[config.mk]
export PLATFORM = sky130hd
export DESIGN_NAME = mmio_timer
export DESIGN_NICKNAME = d
export VERILOG_FILES = /design/src/rtl/mmio_timer.sv
export SDC_FILE = /design/constraint.sdc
export NUM_CORES = 1
export LEC_CHECK = 0
export CAP_MARGIN = 10
export CORE_MARGIN = 1
export CORE_UTILIZATION = 55
export CTS_BUF_LIST = sky130_fd_sc_hd__clkbuf_16
export DETAILED_ROUTE_END_ITERATION = 8
export DONT_BUFFER_PORTS = 1
export PLACE_DENSITY = 0.76
export SLEW_MARGIN = 40
export SYNTH_ARGS = -nofsm -noshare
export SYNTH_HDL_FRONTEND = slang
export SYNTH_SLANG_ARGS = --single-unit
[constraint.sdc]
create_clock -name clk -period 2 [get_ports clk]
set_input_delay 0.3 -clock clk [delete_from_list [all_inputs] [get_ports clk]]
set_output_delay 0.3 -clock clk [all_outputs]
set_load 0.05 [all_outputs]
[src/rtl/mmio_timer.sv]
// Memory-mapped prescaled down-counter timer responding on the f8 data bus.
// Four 16-bit registers (CTRL, RELOAD, COUNT, STATUS) and a level interrupt on expiry.
module mmio_timer #(
    parameter logic [15:0] BASE     = 16'hff00,
    parameter int unsigned PRESCALE = 16
) (
    input  logic        clk,
    input  logic        reset,
    input  logic [15:0] dread_addr,
    output logic [15:0] dread_data,
    output logic        dread_hit,
    input  logic [15:0] dwrite_addr,
    input  logic [15:0] dwrite_data,
    input  logic [1:0]  dwrite_en,
    output logic        interrupt
);

    localparam int PW = (PRESCALE > 1) ? $clog2(PRESCALE) : 1;
    localparam logic [PW-1:0] PRE_LAST = PW'(PRESCALE - 1);

    localparam logic [1:0] SEL_CTRL   = 2'd0;
    localparam logic [1:0] SEL_RELOAD = 2'd1;
    localparam logic [1:0] SEL_COUNT  = 2'd2;
    localparam logic [1:0] SEL_STATUS = 2'd3;

    // r_ctrl bit0 EN, bit1 AR, bit2 IE
    logic [2:0]    r_ctrl;
    logic [15:0]   r_reload;
    logic [15:0]   r_count;
    logic          r_exp;
    logic [PW-1:0] r_pre;

    logic          w_tick;
    logic          w_expire;
    logic          w_wr_hit;
    logic [1:0]    w_wr_sel;
    logic [15:0]   w_count_tick;
    logic [15:0]   w_count_nxt;
    logic [15:0]   w_reload_nxt;
    logic [2:0]    w_ctrl_nxt;
    logic          w_exp_nxt;
    logic [PW-1:0] w_pre_nxt;
    logic          w_unused_bits;

    assign w_tick   = r_ctrl[0] && (r_pre == PRE_LAST);
    assign w_expire = w_tick && (r_count == 16'd0);
    assign w_wr_hit = (dwrite_addr[15:3] == BASE[15:3]) && (dwrite_en != 2'b00);
    assign w_wr_sel = dwrite_addr[2:1];

    assign w_unused_bits = ^{dread_addr[0], dwrite_addr[0]};

    always_comb begin
        w_pre_nxt = '0;
        if (r_ctrl[0] && (r_pre != PRE_LAST)) begin
            w_pre_nxt = r_pre + PW'(1);
        end
    end

    // Tick update first, then bus byte lanes override whatever they cover.
    always_comb begin
        w_count_tick = r_count;
        if (w_tick) begin
            if (r_count != 16'd0) begin
                w_count_tick = r_count - 16'd1;
            end else if (r_ctrl[1]) begin
                w_count_tick = r_reload;
            end
        end
        w_count_nxt = w_count_tick;
        if (w_wr_hit && (w_wr_sel == SEL_COUNT)) begin
            if (dwrite_en[0]) w_count_nxt[7:0]  = dwrite_data[7:0];
            if (dwrite_en[1]) w_count_nxt[15:8] = dwrite_data[15:8];
        end
    end

    always_comb begin
        w_reload_nxt = r_reload;
        if (w_wr_hit && (w_wr_sel == SEL_RELOAD)) begin
            if (dwrite_en[0]) w_reload_nxt[7:0]  = dwrite_data[7:0];
            if (dwrite_en[1]) w_reload_nxt[15:8] = dwrite_data[15:8];
        end
    end

    // A one-shot expiry drops EN unless the bus rewrites CTRL in that same cycle.
    always_comb begin
        w_ctrl_nxt = r_ctrl;
        if (w_expire && !r_ctrl[1]) begin
            w_ctrl_nxt[0] = 1'b0;
        end
        if (w_wr_hit && (w_wr_sel == SEL_CTRL) && dwrite_en[0]) begin
            w_ctrl_nxt = dwrite_data[2:0];
        end
    end

    always_comb begin
        w_exp_nxt = r_exp;
        if (w_wr_hit && (w_wr_sel == SEL_STATUS) && dwrite_en[0] && dwrite_data[0]) begin
            w_exp_nxt = 1'b0;
        end
        if (w_expire) begin
            w_exp_nxt = 1'b1;
        end
    end

    always_ff @(posedge clk) begin
        if (reset) begin
            r_ctrl   <= '0;
            r_reload <= '0;
            r_count  <= '0;
            r_exp    <= 1'b0;
            r_pre    <= '0;
        end else begin
            r_ctrl   <= w_ctrl_nxt;
            r_reload <= w_reload_nxt;
            r_count  <= w_count_nxt;
            r_exp    <= w_exp_nxt;
            r_pre    <= w_pre_nxt;
        end
    end

    assign dread_hit = (dread_addr[15:3] == BASE[15:3]);

    always_comb begin
        dread_data = 16'h0000;
        if (dread_hit) begin
            case (dread_addr[2:1])
                SEL_CTRL:   dread_data = {13'd0, r_ctrl};
                SEL_RELOAD: dread_data = r_reload;
                SEL_COUNT:  dread_data = r_count;
                SEL_STATUS: dread_data = {15'd0, r_exp};
                default:    dread_data = 16'h0000;
            endcase
        end
    end

    assign interrupt = r_exp & r_ctrl[2];

endmodule

==> flow_metrics.env, run 1 <==
export IMPL_swShare_pct=22.3
export IMPL_sequentialPowerShare_pct=48.2
export IMPL_dr_pass1_iters=5
export IMPL_insertion_delay_ps=280
export IMPL_synth_xor_area_share_pct=0.950
export IMPL_synthTopCellsByArea="dfxtp_1, mux2i_1, nor2_1, a22oi_1, nand3b_1"
export IMPL_finalMaxSlewViolations=0
export IMPL_cts_tree="done"
export IMPL_yosys_area_top_type_share_pct=28.9
export IMPL_synth_compound_area_share_pct=20.3
export IMPL_dp_hpwl_mm=6.07
export IMPL_seq_area_frac_synth_pct=28.9
export IMPL_syn_num_nets=401
export IMPL_grt_pass1_wl_mm=13.1
export IMPL_setup_viol=0
export IMPL_min_path_type="primary input to flip-flop"
export IMPL_post_route_min_period_ps=1950
export IMPL_power_frac_clock_pct=49.2
export IMPL_relSlewSlack_pct=66.9
export IMPL_clk_pin_slew_worst_paths_ps=60
export IMPL_hold_buffers=0
export IMPL_cts_setup_buffers=0
export IMPL_track_usage_pct=32.0
export IMPL_vdd_drop_max_uv=416
export IMPL_worst_slack_ps=50.3
export IMPL_drtAntennaViolNets=0
export IMPL_finClkSkew_ps=4.37
export IMPL_outcome="finished clean"
export IMPL_post_dp_cell_area_mm2=0.00318
export IMPL_rsz0062_at_grt="yes"
export IMPL_critPathCaptureType="flip-flop"
export IMPL_avgSynthCellArea_um2=8.00
export IMPL_synth_edff_count=0
export IMPL_drc=0
export IMPL_antenna_found_initial=0
export IMPL_hp_start="reset"
export IMPL_post_drt_wl_per_cell_um=17.9
export IMPL_layout_nets=442
export IMPL_initialDrtViolationCount=231
export IMPL_final_layout_size_suffix_gt1_share_pct=22.9
export IMPL_cts_made_buffers=5
export IMPL_clock_sinks=40
export IMPL_synth_area_mux_share_pct=9.14
export IMPL_slowest_delay_ps=620
export IMPL_fp_row_count=25
export IMPL_initial_core_util_pct=57.8
export IMPL_area_growth_pct=22.3
export IMPL_place_ws_ps=39.8
export IMPL_die_x_um=72.9
export IMPL_io_buffers=0
export IMPL_final_area_mm2=0.00338
export IMPL_synth_fa_ha_area_share_pct=1.36
export IMPL_cp_startpoint="r_count[2]$_SDFF_PP0_"
export IMPL_p_leak_nw=1.23
export IMPL_postSynthCellCount=346
export IMPL_powerDensity_mw_per_mm2=488
export IMPL_worstPathArrival_ps=2130
export IMPL_tightest_slew_ps=500
export IMPL_yosys_area_share_simple_pct=33.6
export IMPL_cp_required_ps=2190
export IMPL_cp_top_family="simple AND/OR/NAND/NOR gates"
export IMPL_comb_power_share_pct=2.6
export IMPL_num_vias=2937
export IMPL_yosysTopAreaCell="dfxtp_1"
export IMPL_internal_power_mw=1.28
export IMPL_coreArea_mm2=0.00479
export IMPL_synthArstFlopShare_pct=0
export IMPL_die_h_um=72.9
export IMPL_finalCritPeriodShare_pct=97.5
export IMPL_synth_top_family_by_area="simple AND/OR/NAND/NOR gates"
export IMPL_htree_levels=2
export IMPL_synth_seq_cells=40
export IMPL_grt_overflow=0
export IMPL_path_max_fanout=6
export IMPL_fmax_mhz=513
export IMPL_slowest_stage="or4_4"
export IMPL_drv_cap=0
export IMPL_worstSetupPathType="flip-flop to flip-flop"
export IMPL_via_per_inst=6.45
export IMPL_hold_viol=0
export IMPL_yosysWarnings=0
export IMPL_clock_path_buffers=2
export IMPL_dieArea_mm2=0.00532
export IMPL_r2r_start="r_count[2]$_SDFF_PP0_"
export IMPL_n_antenna_cell=0
export IMPL_start_kind="flip-flop"
export IMPL_routed_wl_mm=8.16
export IMPL_io_pins=70
export IMPL_synth_flop_cell="dfxtp_1"
export IMPL_synth_cell_types=59
export IMPL_gp_congestion=0.990
export IMPL_power_switching_mw=0.369
export IMPL_cp_cell_sequence="or4_4 > a2111oi_4 > a21oi_1 > o311a_1 > nor4_2"
export IMPL_grt_max_degree=48
export IMPL_cts_root_buffer="clkbuf_16"
export IMPL_syn_area_mm2=0.00277
export IMPL_worst_path_buf_inv=0
export IMPL_grt_pass1_vias=2746
[power by group through the flow]
stage	logic, mW	clock network, mW	registers, mW
2_1_floorplan	0.0440	0	0.814
3_3_place_gp	0.0426	0	0.814
3_5_place_dp	0.0430	0	0.814
4_1_cts	0.0431	0.814	0.796
5_1_grt	0.0465	0.847	0.796
6_report	0.0431	0.811	0.796
[worst paths after layout]
check | to | slack (ps) | cells after the start
min | r_reload[8]$_SDFFE_PP0P_ | 80 | 1
min reg2reg | r_pre[0]$_SDFF_PP0_ | 450 | 1
max | r_count[13]$_SDFF_PP0_ | 50 | 5
max reg2reg | r_count[13]$_SDFF_PP0_ | 50 | 5
[layer usage]
layer	track usage, %	part of all wire, %
met5	0	0
met1	41.9	43
met2	53.2	48
met4	10.9	1.7
met3	5.66	7.2
[through the flow]
step | total power [mW] | instances | util (%) | hold slack [ps] | TNS, ps
floorplan | 0.858 | 346 | - | 418 | -473
global placement | 0.857 | 447 | 66.4 | 374 | 0
detailed placement | 0.857 | 447 | 66.4 | 379 | 0
CTS | 1.65 | 455 | 69.6 | 78.4 | 0
global route | 1.69 | 455 | 70.7 | 71.5 | -73.3
finish | 1.65 | 455 | 70.7 | 76.7 | 0
[synthesized netlist by cell type (2+ instances only)]
cell type	instances
nor2b_1	9
nand3b_1	10
nand2_1	10
and4_1	3
a211oi_1	4
a21oi_1	10
or4_1	3
clkbuf_1	14
a32o_1	2
and4b_1	2
or2_2	2
o211ai_1	2
ha_1	3
o41ai_1	6
and3_1	6
xor2_1	2
nor2_1	61
nand2b_1	4
nand4_1	10
a22oi_1	13
nand3_1	14
nor4_1	8
buf_2	6
o22ai_1	2
a41oi_1	2
inv_1	8
o21ai_0	10
nor4_4	2
nand4b_1	3
mux2i_1	23
nor3_1	12
o31ai_1	5
buf_6	2
a31oi_1	5
nor4b_1	3
nor3b_1	2
dfxtp_1	40
a2111o_1	2
[flip-flops by register name, summed over array words and instances (netlist names)]
name	flops
r_ctrl	3
r_pre	4
r_count	16
r_reload	16
r_exp	1
[cells in the final DEF, fill, tap and decap left out, drive strengths merged, types with 3 or more instances in the layout]
cell | synthesis | routed
o41ai | 6 | 6
dfxtp | 40 | 40
nand4 | 10 | 10
a211oi | 4 | 4
clkbuf | 15 | 5
o31ai | 5 | 5
nand3 | 14 | 14
ha | 3 | 3
nand4b | 3 | 3
o21ai | 10 | 10
buf | 9 | 59
nand2b | 4 | 4
nor2b | 9 | 9
nor2 | 61 | 61
a22oi | 13 | 13
a21oi | 10 | 10
nor3 | 12 | 12
nand2 | 10 | 10
mux2i | 23 | 23
nor4 | 11 | 11
and3 | 6 | 6
nand3b | 10 | 10
and4 | 3 | 3
a31oi | 5 | 5
or4 | 3 | 3
nor4b | 3 | 3
inv | 8 | 8
[layout make-up]
cell class / count / area [um2]
clock buffer: 5 / 125
clock inverter: 3 / 23.8
fill: 386 / 1400
inverter: 8 / 30.0
multi-input combinational: 273 / 1880
sequential: 40 / 802
tap: 67 / 83.8
timing repair buffer: 59 / 443
[cell families (layout without fill, tap and decap cells)]
logic type / count (synthesis) / in the layout
and+or+nand+nor: 168 / 168
muxes: 24 / 24
AOI/OAI and AO/OA: 75 / 75
xor gates and xnor gates: 3 / 3
DFF: 40 / 40
buffers and inverters: 33 / 75
adders and majority gates: 3 / 3
[repair_timing]
action                     4_1_cts  5_1_grt
gates resized for setup          1       13
setup endpoints to repair        1       16
pin swaps                        0        1
No activity file was read; power rests on OpenSTA's default activity.
==> run 2: changes to the inputs <==
Clock period 2 ns to 1.6 ns, I/O delays scaled along.
==> run 2 against run 1 <==
Clock-buffer cell count is the same. Largest cell class unchanged. Sequential share of layout area shrank 5.1 points. First-iteration DRC count grew to 3.3 times the previous value. Via count grew 35%. Sequential cell count is the same. Die area is the same. The run now ends with setup timing left. Worst hold slack lost 66 ps. Power grew 36%.
==> flow_metrics.env, run 2 (synthesis gave the netlist of run 1 again) <==
export IMPL_drtAntennaViolNets=0
export IMPL_relSlewSlack_pct=67.1
export IMPL_drc=0
export IMPL_critPathCaptureType="flip-flop"
export IMPL_clk_pin_slew_worst_paths_ps=60
export IMPL_reg_top3="r_count: 16 flops, r_reload: 16 flops, r_pre: 4 flops"
export IMPL_violations="setup timing"
export IMPL_r2r_end="r_count[9]$_SDFF_PP0_"
export IMPL_powerDensity_mw_per_mm2=514
export IMPL_die_h_um=72.9
export IMPL_rsz0062_at_grt="yes"
export IMPL_htree_levels=2
export IMPL_coreArea_mm2=0.00479
export IMPL_fp_row_count=25
export IMPL_layout_commonest_cell="buf_4"
export IMPL_num_vias=3958
export IMPL_layout_nets=492
export IMPL_topRoutingLayerUsed="met4"
export IMPL_antenna_found_initial=0
export IMPL_p_leak_nw=1.65
export IMPL_path_max_fanout=5
export IMPL_grt_pass1_wl_mm=16.9
export IMPL_dr_wl_met3_mm=1.96
export IMPL_io_buffers=0
export IMPL_gp_congestion=0.919
export IMPL_setup_viol=25
export IMPL_dieArea_mm2=0.00532
export IMPL_cts_tree="done"
export IMPL_min_path_cells=1
export IMPL_worstSetupPathType="flip-flop to flip-flop"
export IMPL_initialDrtViolationCount=771
export IMPL_post_drt_wl_per_cell_um=29.1
export IMPL_start_kind="flip-flop"
export IMPL_final_layout_size_suffix_gt1_share_pct=44.5
export IMPL_outcome="finished, violations left"
export IMPL_insertion_delay_ps=300
export IMPL_area_growth_pct=57.7
export IMPL_multi_input_area_mm2=0.00225
export IMPL_n_antenna_cell=0
export IMPL_wl_met2_mm=6.27
export IMPL_min_path_type="primary input to flip-flop"
export IMPL_cp_required_ps=1840
export IMPL_clock_path_buffers=2
export IMPL_final_area_mm2=0.00436
export IMPL_post_dp_cell_area_mm2=0.00369
export IMPL_instances_no_fill=505
export IMPL_hold_buffers=0
export IMPL_ff_latch_area_um2=812
export IMPL_n_fill_cell=187
export IMPL_initial_core_util_pct=57.8
export IMPL_worst_slack_ps=-541
export IMPL_die_x_um=72.9
export IMPL_finalMaxSlewViolations=0
export IMPL_io_pins=70
export IMPL_grt_max_degree=48
export IMPL_r2r_start="r_count[2]$_SDFF_PP0_"
export IMPL_hold_worst_slack_ps=10.3
export IMPL_r2r_cells=6
export IMPL_wl_met1_mm=4.75
export IMPL_fmax_mhz=467
export IMPL_finalCritPeriodShare_pct=134
export IMPL_via_per_inst=7.84
export IMPL_clock_sinks=40
export IMPL_placed_cells=473
export IMPL_post_route_min_period_ps=2140
export IMPL_track_usage_pct=42.6
export IMPL_hold_end="r_reload[9]$_SDFFE_PP0P_"
export IMPL_finClkSkew_ps=3.75
export IMPL_grt_pass1_vias=3469
export IMPL_worstPathArrival_ps=2380
export IMPL_hold_viol=0
export IMPL_cts_root_buffer="clkbuf_16"
export IMPL_dr_pass1_iters=7
export IMPL_grt_overflow=0
export IMPL_dp_hpwl_mm=6.77
export IMPL_routed_wl_mm=14.7
export IMPL_drv_cap=0
export IMPL_post_route_util_pct=91.2
export IMPL_layout_common_cells="buf_4, nor2_1, dfxtp_1"
export IMPL_hp_start="reset"
export IMPL_rrSetupSlack_ps=-540
export IMPL_cts_made_buffers=5
export IMPL_vdd_drop_max_uv=900
export IMPL_tightest_slew_ps=491
## run 2: cell types whose count changed in the layout (fill, tap and decap cells not counted), moves of 5 or more
cell     delta
dfxtp_2     +5
nor2_1     -16
nor2_4     +11
buf_6      +12
dfxtp_1     -6
o21ai_0     -9
buf_4      +25
buf_12     +11
o21ai_1     +6
nor2_2      +5
## run 2: worst max-delay path by stage
stage               cells after the start  slack [ps]                     end             startpoint
global placement                        5        -240  r_count[13]$_SDFF_PP0_  r_count[3]$_SDFF_PP0_
finish                                  6        -540   r_count[9]$_SDFF_PP0_  r_count[2]$_SDFF_PP0_
floorplan                               7        -270  r_count[13]$_SDFF_PP0_  r_count[3]$_SDFF_PP0_
global route                            6        -540   r_count[9]$_SDFF_PP0_  r_count[1]$_SDFF_PP0_
detailed placement                      5        -260   r_count[7]$_SDFF_PP0_  r_count[3]$_SDFF_PP0_
CTS                                     6        -260   r_count[7]$_SDFF_PP0_  r_count[5]$_SDFF_PP0_
## run 2: area by class of cell
class / instances / area share, %
Tap cell: 67 / 1.92
Timing Repair Buffer: 109 / 23.3
Multi-Input combinational cell: 273 / 51.5
Clock buffer: 5 / 2.87
Inverter: 8 / 0.803
Clock inverter: 3 / 0.975
Sequential cell: 40 / 18.6
## run 2: layer usage
metal	up-vias	global-route usage, %
met4	0	25.7
met5	-	0
met2	470	71.5
li1	1498	-
met3	202	13.5
met1	1788	47.0
## run 2: repair_timing
action / 4_1_cts / 5_1_grt
gates cloned: 0 / 0
setup buffers: 13 / 12
pin swaps: 15 / 21
setup endpoints to repair: 19 / 27
gates resized for setup: 38 / 46
## run 2: critical path: stages (launching register included)
cell	delay (ps)
dfxtp_2	340
or4_4	620
buf_6	160
nor2_4	220
a41oi_1	180
nor4_1	380
a221o_1	180
## run 2: report_power, final
part           leakage (nW)  internal [mW]  switching, mW
clock network        0.0814          0.734          0.450
logic                  1.24         0.0278         0.0383
registers             0.326          0.994      0.0000162
total                  1.65           1.76          0.489
## run 2: through the flow
| step | power (mW) | TNS, ps | worst slack [ps] |
|---|---|---|---|
| floorplan | 1.07 | -8350 | -268 |
| global placement | 1.07 | -2510 | -237 |
| detailed placement | 1.07 | -3070 | -264 |
| CTS | 2.20 | -3530 | -260 |
| global route | 2.25 | -8180 | -544 |
| finish | 2.24 | -7630 | -541 |
==> run 3: changes to the inputs <==
Settings changed: CTS_BUF_LIST sky130_fd_sc_hd__clkbuf_16 to sky130_fd_sc_hd__clkbuf_4.
==> run 3 against run 2 <==
The run still ends with setup timing left. Power is 20% lower. Critical path type unchanged. Largest cell class unchanged. Fmax grew 2.1%. Combinational power increased by 34%. Register-to-register slack better by 40 ps. Global-route usage decreased by 2.9 points. Die area is the same. Non-clock buffer count decreased by 12. Critical endpoint is now r_count[10]$_SDFF_PP0_.
==> flow_metrics.env, run 3 (synthesis gave the netlist of run 1 again) <==
export IMPL_grt_pass1_wl_mm=15.8
export IMPL_io_buffers=0
export IMPL_coreArea_mm2=0.00479
export IMPL_post_route_min_period_ps=2100
export IMPL_dieArea_mm2=0.00532
export IMPL_relSlewSlack_pct=63.8
export IMPL_n_antenna_cell=0
export IMPL_outcome="finished, violations left"
export IMPL_rrSetupSlack_ps=-500
export IMPL_post_drt_wl_per_cell_um=25.6
export IMPL_via_per_inst=7.33
export IMPL_dr_pass1_iters=6
export IMPL_finalCritPeriodShare_pct=131
export IMPL_dp_hpwl_mm=6.77
export IMPL_die_x_um=72.9
export IMPL_place_ws_ps=-264
export IMPL_area_growth_pct=54.4
export IMPL_cts_made_buffers=5
export IMPL_cp_required_ps=1880
export IMPL_cts_tree="done"
export IMPL_hold_viol=0
export IMPL_n_fill_cell=218
export IMPL_p_leak_nw=1.56
export IMPL_fp_row_count=25
export IMPL_final_layout_size_suffix_gt1_share_pct=46.5
export IMPL_reg_top3="r_count: 16 flops, r_reload: 16 flops, r_pre: 4 flops"
export IMPL_start_kind="flip-flop"
export IMPL_worstPathArrival_ps=2380
export IMPL_gp_congestion=0.919
export IMPL_drc=0
export IMPL_routed_wl_mm=12.6
export IMPL_rsz0062_at_grt="yes"
export IMPL_vdd_drop_max_uv=369
export IMPL_drv_cap=0
export IMPL_fmax_mhz=477
export IMPL_layout_common_cells="buf_4, nor2_1, dfxtp_1"
export IMPL_clock_path_buffers=2
export IMPL_finClkSkew_ps=13.0
export IMPL_die_h_um=72.9
export IMPL_drtAntennaViolNets=0
export IMPL_htree_levels=2
export IMPL_violations="setup timing"
export IMPL_grt_pass1_vias=3310
export IMPL_ff_latch_area_um2=825
export IMPL_layout_commonest_cell="buf_4"
export IMPL_worstSetupPathType="flip-flop to flip-flop"
export IMPL_cts_root_buffer="clkbuf_4"
export IMPL_powerDensity_mw_per_mm2=418
export IMPL_worst_slack_ps=-498
export IMPL_min_path_type="primary input to flip-flop"
export IMPL_antenna_found_initial=0
export IMPL_tightest_slew_ps=546
export IMPL_insertion_delay_ps=380
export IMPL_grt_overflow=0
export IMPL_grt_max_degree=48
export IMPL_clock_sinks=40
export IMPL_path_max_fanout=4
export IMPL_clk_pin_slew_worst_paths_ps=140
export IMPL_setup_viol=23
export IMPL_tns_ps=-6020
export IMPL_layout_nets=480
export IMPL_critPathCaptureType="flip-flop"
export IMPL_track_usage_pct=39.7
export IMPL_multi_input_area_mm2=0.00230
export IMPL_num_vias=3612
export IMPL_finalMaxSlewViolations=0
export IMPL_io_pins=70
export IMPL_initial_core_util_pct=57.8
export IMPL_initialDrtViolationCount=482
## run 3: report_power, final
| part | leakage (nW) | internal (mW) | switching (mW) |
|---|---|---|---|
| Sequential | 0.330 | 0.990 | 0.0000156 |
| Combinational | 1.19 | 0.0346 | 0.0541 |
| Clock | 0.0428 | 0.326 | 0.381 |
## run 3: path summary, 6_finish.rpt
kind	from	endpoint	depth (start not counted)
min	dwrite_data[2]	r_reload[2]$_SDFFE_PP0P_	2
max	r_count[1]$_SDFF_PP0_	r_count[10]$_SDFF_PP0_	8
max reg2reg	r_count[1]$_SDFF_PP0_	r_count[10]$_SDFF_PP0_	8
min reg2reg	r_pre[0]$_SDFF_PP0_	r_pre[0]$_SDFF_PP0_	2
## run 3: layer usage
metal  track usage (%)  part of all wire, %  vias up
met2              66.7                   46      371
met5                 0                    0        -
met3              8.98                   12      128
met1              46.0                   33     1640
li1                  -                    -     1473
met4              24.4                  9.2        0
## run 3: critical path, stage by stage (launching register included)
cell and delay, ps:
dfxtp_4 390, inv_4 80, ha_4 170, nor3b_2 270, buf_4 200, nand3_4 110
o31ai_4 250, a21oi_2 150, o41ai_2 370
## run 3: repair_timing
action                                  CTS  global route
pin swaps                                25            23
setup buffers                             8             4
hold endpoints to repair                 27            28
resized for setup                        65            40
cloned                                    0             0
endpoints found under the setup margin   25            29
## run 3: stage by stage
stage	utilization (%)	power [mW]	std cells	hold slack (ps)	cell area, um2
after global routing	89.3	1.84	493	7.82	4270
final	89.3	1.79	493	7.44	4270
after global placement	77.0	1.07	473	317	3690
after CTS	84.7	1.74	488	-84.0	4050
after detailed placement	77.0	1.07	473	318	3690
after floorplan	-	1.07	346	381	2990
## run 3: cell type report
type / count / share of cell area (%)
Clock inverter: 3 / 0.996
Sequential cell: 40 / 19.3
Inverter: 8 / 0.820
Timing Repair Buffer: 97 / 22.3
Tap cell: 67 / 1.96
Clock buffer: 5 / 0.879
Multi-Input combinational cell: 273 / 53.7
==> patch (flow settings as in run 1) <==
Add an input register stage for `dread_addr`, `dwrite_addr`, `dwrite_data` and `dwrite_en`, cleared by the reset; this delays them by one clock.
--- a/src/rtl/mmio_timer.sv
+++ b/src/rtl/mmio_timer.sv
@@ -24,4 +24,23 @@
     localparam logic [1:0] SEL_STATUS = 2'd3;
 
+    logic [15:0] dread_addr_q;
+    logic [15:0] dwrite_addr_q;
+    logic [15:0] dwrite_data_q;
+    logic [1:0] dwrite_en_q;
+
+    always_ff @(posedge clk) begin
+        if (reset) begin
+            dread_addr_q  <= '0;
+            dwrite_addr_q <= '0;
+            dwrite_data_q <= '0;
+            dwrite_en_q   <= '0;
+        end else begin
+            dread_addr_q  <= dread_addr;
+            dwrite_addr_q <= dwrite_addr;
+            dwrite_data_q <= dwrite_data;
+            dwrite_en_q   <= dwrite_en;
+        end
+    end
+
     // r_ctrl bit0 EN, bit1 AR, bit2 IE
     logic [2:0]    r_ctrl;
@@ -45,8 +64,8 @@
     assign w_tick   = r_ctrl[0] && (r_pre == PRE_LAST);
     assign w_expire = w_tick && (r_count == 16'd0);
-    assign w_wr_hit = (dwrite_addr[15:3] == BASE[15:3]) && (dwrite_en != 2'b00);
-    assign w_wr_sel = dwrite_addr[2:1];
+    assign w_wr_hit = (dwrite_addr_q[15:3] == BASE[15:3]) && (dwrite_en_q != 2'b00);
+    assign w_wr_sel = dwrite_addr_q[2:1];
 
-    assign w_unused_bits = ^{dread_addr[0], dwrite_addr[0]};
+    assign w_unused_bits = ^{dread_addr_q[0], dwrite_addr_q[0]};
 
     always_comb begin
@@ -69,6 +88,6 @@
         w_count_nxt = w_count_tick;
         if (w_wr_hit && (w_wr_sel == SEL_COUNT)) begin
-            if (dwrite_en[0]) w_count_nxt[7:0]  = dwrite_data[7:0];
-            if (dwrite_en[1]) w_count_nxt[15:8] = dwrite_data[15:8];
+            if (dwrite_en_q[0]) w_count_nxt[7:0]  = dwrite_data_q[7:0];
+            if (dwrite_en_q[1]) w_count_nxt[15:8] = dwrite_data_q[15:8];
         end
     end
@@ -77,6 +96,6 @@
         w_reload_nxt = r_reload;
         if (w_wr_hit && (w_wr_sel == SEL_RELOAD)) begin
-            if (dwrite_en[0]) w_reload_nxt[7:0]  = dwrite_data[7:0];
-            if (dwrite_en[1]) w_reload_nxt[15:8] = dwrite_data[15:8];
+            if (dwrite_en_q[0]) w_reload_nxt[7:0]  = dwrite_data_q[7:0];
+            if (dwrite_en_q[1]) w_reload_nxt[15:8] = dwrite_data_q[15:8];
         end
     end
@@ -88,6 +107,6 @@
             w_ctrl_nxt[0] = 1'b0;
         end
-        if (w_wr_hit && (w_wr_sel == SEL_CTRL) && dwrite_en[0]) begin
-            w_ctrl_nxt = dwrite_data[2:0];
+        if (w_wr_hit && (w_wr_sel == SEL_CTRL) && dwrite_en_q[0]) begin
+            w_ctrl_nxt = dwrite_data_q[2:0];
         end
     end
@@ -95,5 +114,5 @@
     always_comb begin
         w_exp_nxt = r_exp;
-        if (w_wr_hit && (w_wr_sel == SEL_STATUS) && dwrite_en[0] && dwrite_data[0]) begin
+        if (w_wr_hit && (w_wr_sel == SEL_STATUS) && dwrite_en_q[0] && dwrite_data_q[0]) begin
             w_exp_nxt = 1'b0;
         end
@@ -119,10 +138,10 @@
     end
 
-    assign dread_hit = (dread_addr[15:3] == BASE[15:3]);
+    assign dread_hit = (dread_addr_q[15:3] == BASE[15:3]);
 
     always_comb begin
         dread_data = 16'h0000;
         if (dread_hit) begin
-            case (dread_addr[2:1])
+            case (dread_addr_q[2:1])
                 SEL_CTRL:   dread_data = {13'd0, r_ctrl};
                 SEL_RELOAD: dread_data = r_reload;
Behaviour: not the same (a bounded check fails within 4 cycles, from zero or initial values and one cycle with reset high).
==> patch against run 1 <==
  * Wire length rose by 26%
  * Total power up 120%
  * Sequential cell count is 48 higher
  * Setup slack improved by 2.7 ps
  * Area after synthesis increased by 45%
  * Sequential share of layout area is 12 points higher
  * Fmax is 0.14% higher
  * Cell area is 46% higher
  * Critical path type is now reg2out
  * Largest power group is now registers
  * Highest routed layer unchanged
==> patch: results (changes against run 1) <==
Placed Cells -> 569 (+27%)
# nets final -> 539 (+22%)
Pleak -> 2.016 nW (+63%)
CTS H-tree depth -> 3 (+1)
Post-synthesis adder-cell area fraction -> 0.9343% (-0.42 points)
Status -> finished clean
Max IR drop VDD -> 718.7 uV (+73%)
Xor/xnor cell area share of the yosys netlist -> 0.4360% (-0.51 points)
Layout cells sized above 1 -> 24.13% (+1.2 points)
Top cells by area, synth -> dfxtp_1 44%, nor2b_1 8.1%, mux2i_1 6.5%, nor2_1 5.6%, a22oi_1 2.4%
Synth warn -> 0 (unchanged)
CTS Buf Count -> 9 (+4)
Post-DP HPWL -> 6.905 mm (+14%)
Top flop regs -> dwrite_data_q (16), r_count (16), r_reload (16)
Post-Place Worst Slack -> -129.3 ps (-169.1 ps)
Arrival time worst endpoint -> 1650 ps (-480 ps)
Multiplexer share of the synthesized area -> 7.038% (-2.1 points)
Total GRT Usage -> 27.99% (-4.0 points)
I/O Buffers -> 0 (unchanged)
Post-synth cell types -> 60 (+1.7%)
Antenna diode count -> 0 (unchanged)
Mean Syn Cell Area -> 9.131 um2 (+14%)
Relative max-transition margin -> 65.77% (-1.2 points)
Post-DP Area -> 4473 um2 (+41%)
First-pass GRT wire length -> 16.15 mm (+23%)
Vias in the first global route -> 3266 (+19%)
Max FO, Critical Path -> 13 (+7)
Sequential-to-total area share from yosys stat -> 43.85% (+15 points)
CP max-delay cell -> dfxtp_1
Pin count of the biggest net entering global routing -> 90 (+88%)
Via/cell ratio -> 6.000 (-7.0%)
Compound-gate portion of the synthesized area -> 13.17% (-7.1 points)
Clock latency on the worst-skew pair -> 340 ps (+60 ps)
Total setup buffers inserted after CTS -> 0 (unchanged)
Initial DRC count -> 324 (+40%)
GP Congestion -> 0.9088 (-8.2%)
Number of synthesized flops with an enable pin -> 0 (unchanged)
Post-synth ARST share -> 0% (unchanged)
Synth top cells by count -> 88 x dfxtp_1, 60 x nor2_1, 52 x nor2b_1
Total wire length -> 10.29 mm (+26%)
Clk_skew -> 7.097 ps (+2.722 ps)
Net Switching -> 0.8291 mW (+120%)
CP max stage delay -> 440 ps (-180 ps)
Final cell count without fillers -> 585 (+29%)
Post-Syn Nets -> 495 (+23%)
patch: timing repair:
action                                  in CTS  in global routing
resized for setup                           10                 28
pin swaps                                    1                  4
endpoints found under the setup margin      27                 35
patch: area by class of cell:
class,count,area [um2]
tap,96,120.1
sequential,88,1769
clock buffer,9,225.2
inverter,5,18.77
clock inverter,7,76.32
timing repair buffer,61,500.5
multi-input combinational,319,2218
fill,507,1978
patch: cell families after synthesis:
kind of cell    count (synthesis)
simple gates                  212
buf+inv                        33
compound gates                 75
mux                            27
xor+xnor                        2
flops                          88
fa+ha+maj                       3
patch: power by group through the flow:
stage | registers, mW | clock network (mW) | logic [mW]
after floorplan | 1.86 | 0 | 0.132
after global placement | 1.87 | 0 | 0.139
after detailed placement | 1.88 | 0 | 0.142
after CTS | 1.84 | 1.72 | 0.147
after global routing | 1.84 | 1.80 | 0.168
final | 1.84 | 1.71 | 0.154
patch: path summary, 6_finish.rpt:
check	from	end	slack [ps]	depth (start not counted)
worst max register to register	r_pre[1]	r_count[8]	70	7
worst max-delay path	dread_addr_q[1]	dread_data[13]	50	5
worst min-delay path	reset	r_count[12]	20	1
worst min register to register	r_pre[0]	r_pre[0]	470	1
patch: metal layers:
layer	vias up	GRT usage, %	wire (um)
li1	1667	-	-
met1	1647	36.56	4345
met2	175	45.67	4975
met3	21	4.739	693
met4	0	11.77	279
met5	-	0	0
patch: critical path: cells and delay by family (launching register included):
| family | cells | cell delay [ps] |
|---|---|---|
| buf+inv | 2 | 380 |
| simple gates | 2 | 380 |
| flops | 1 | 440 |
| compound gates | 1 | 110 |
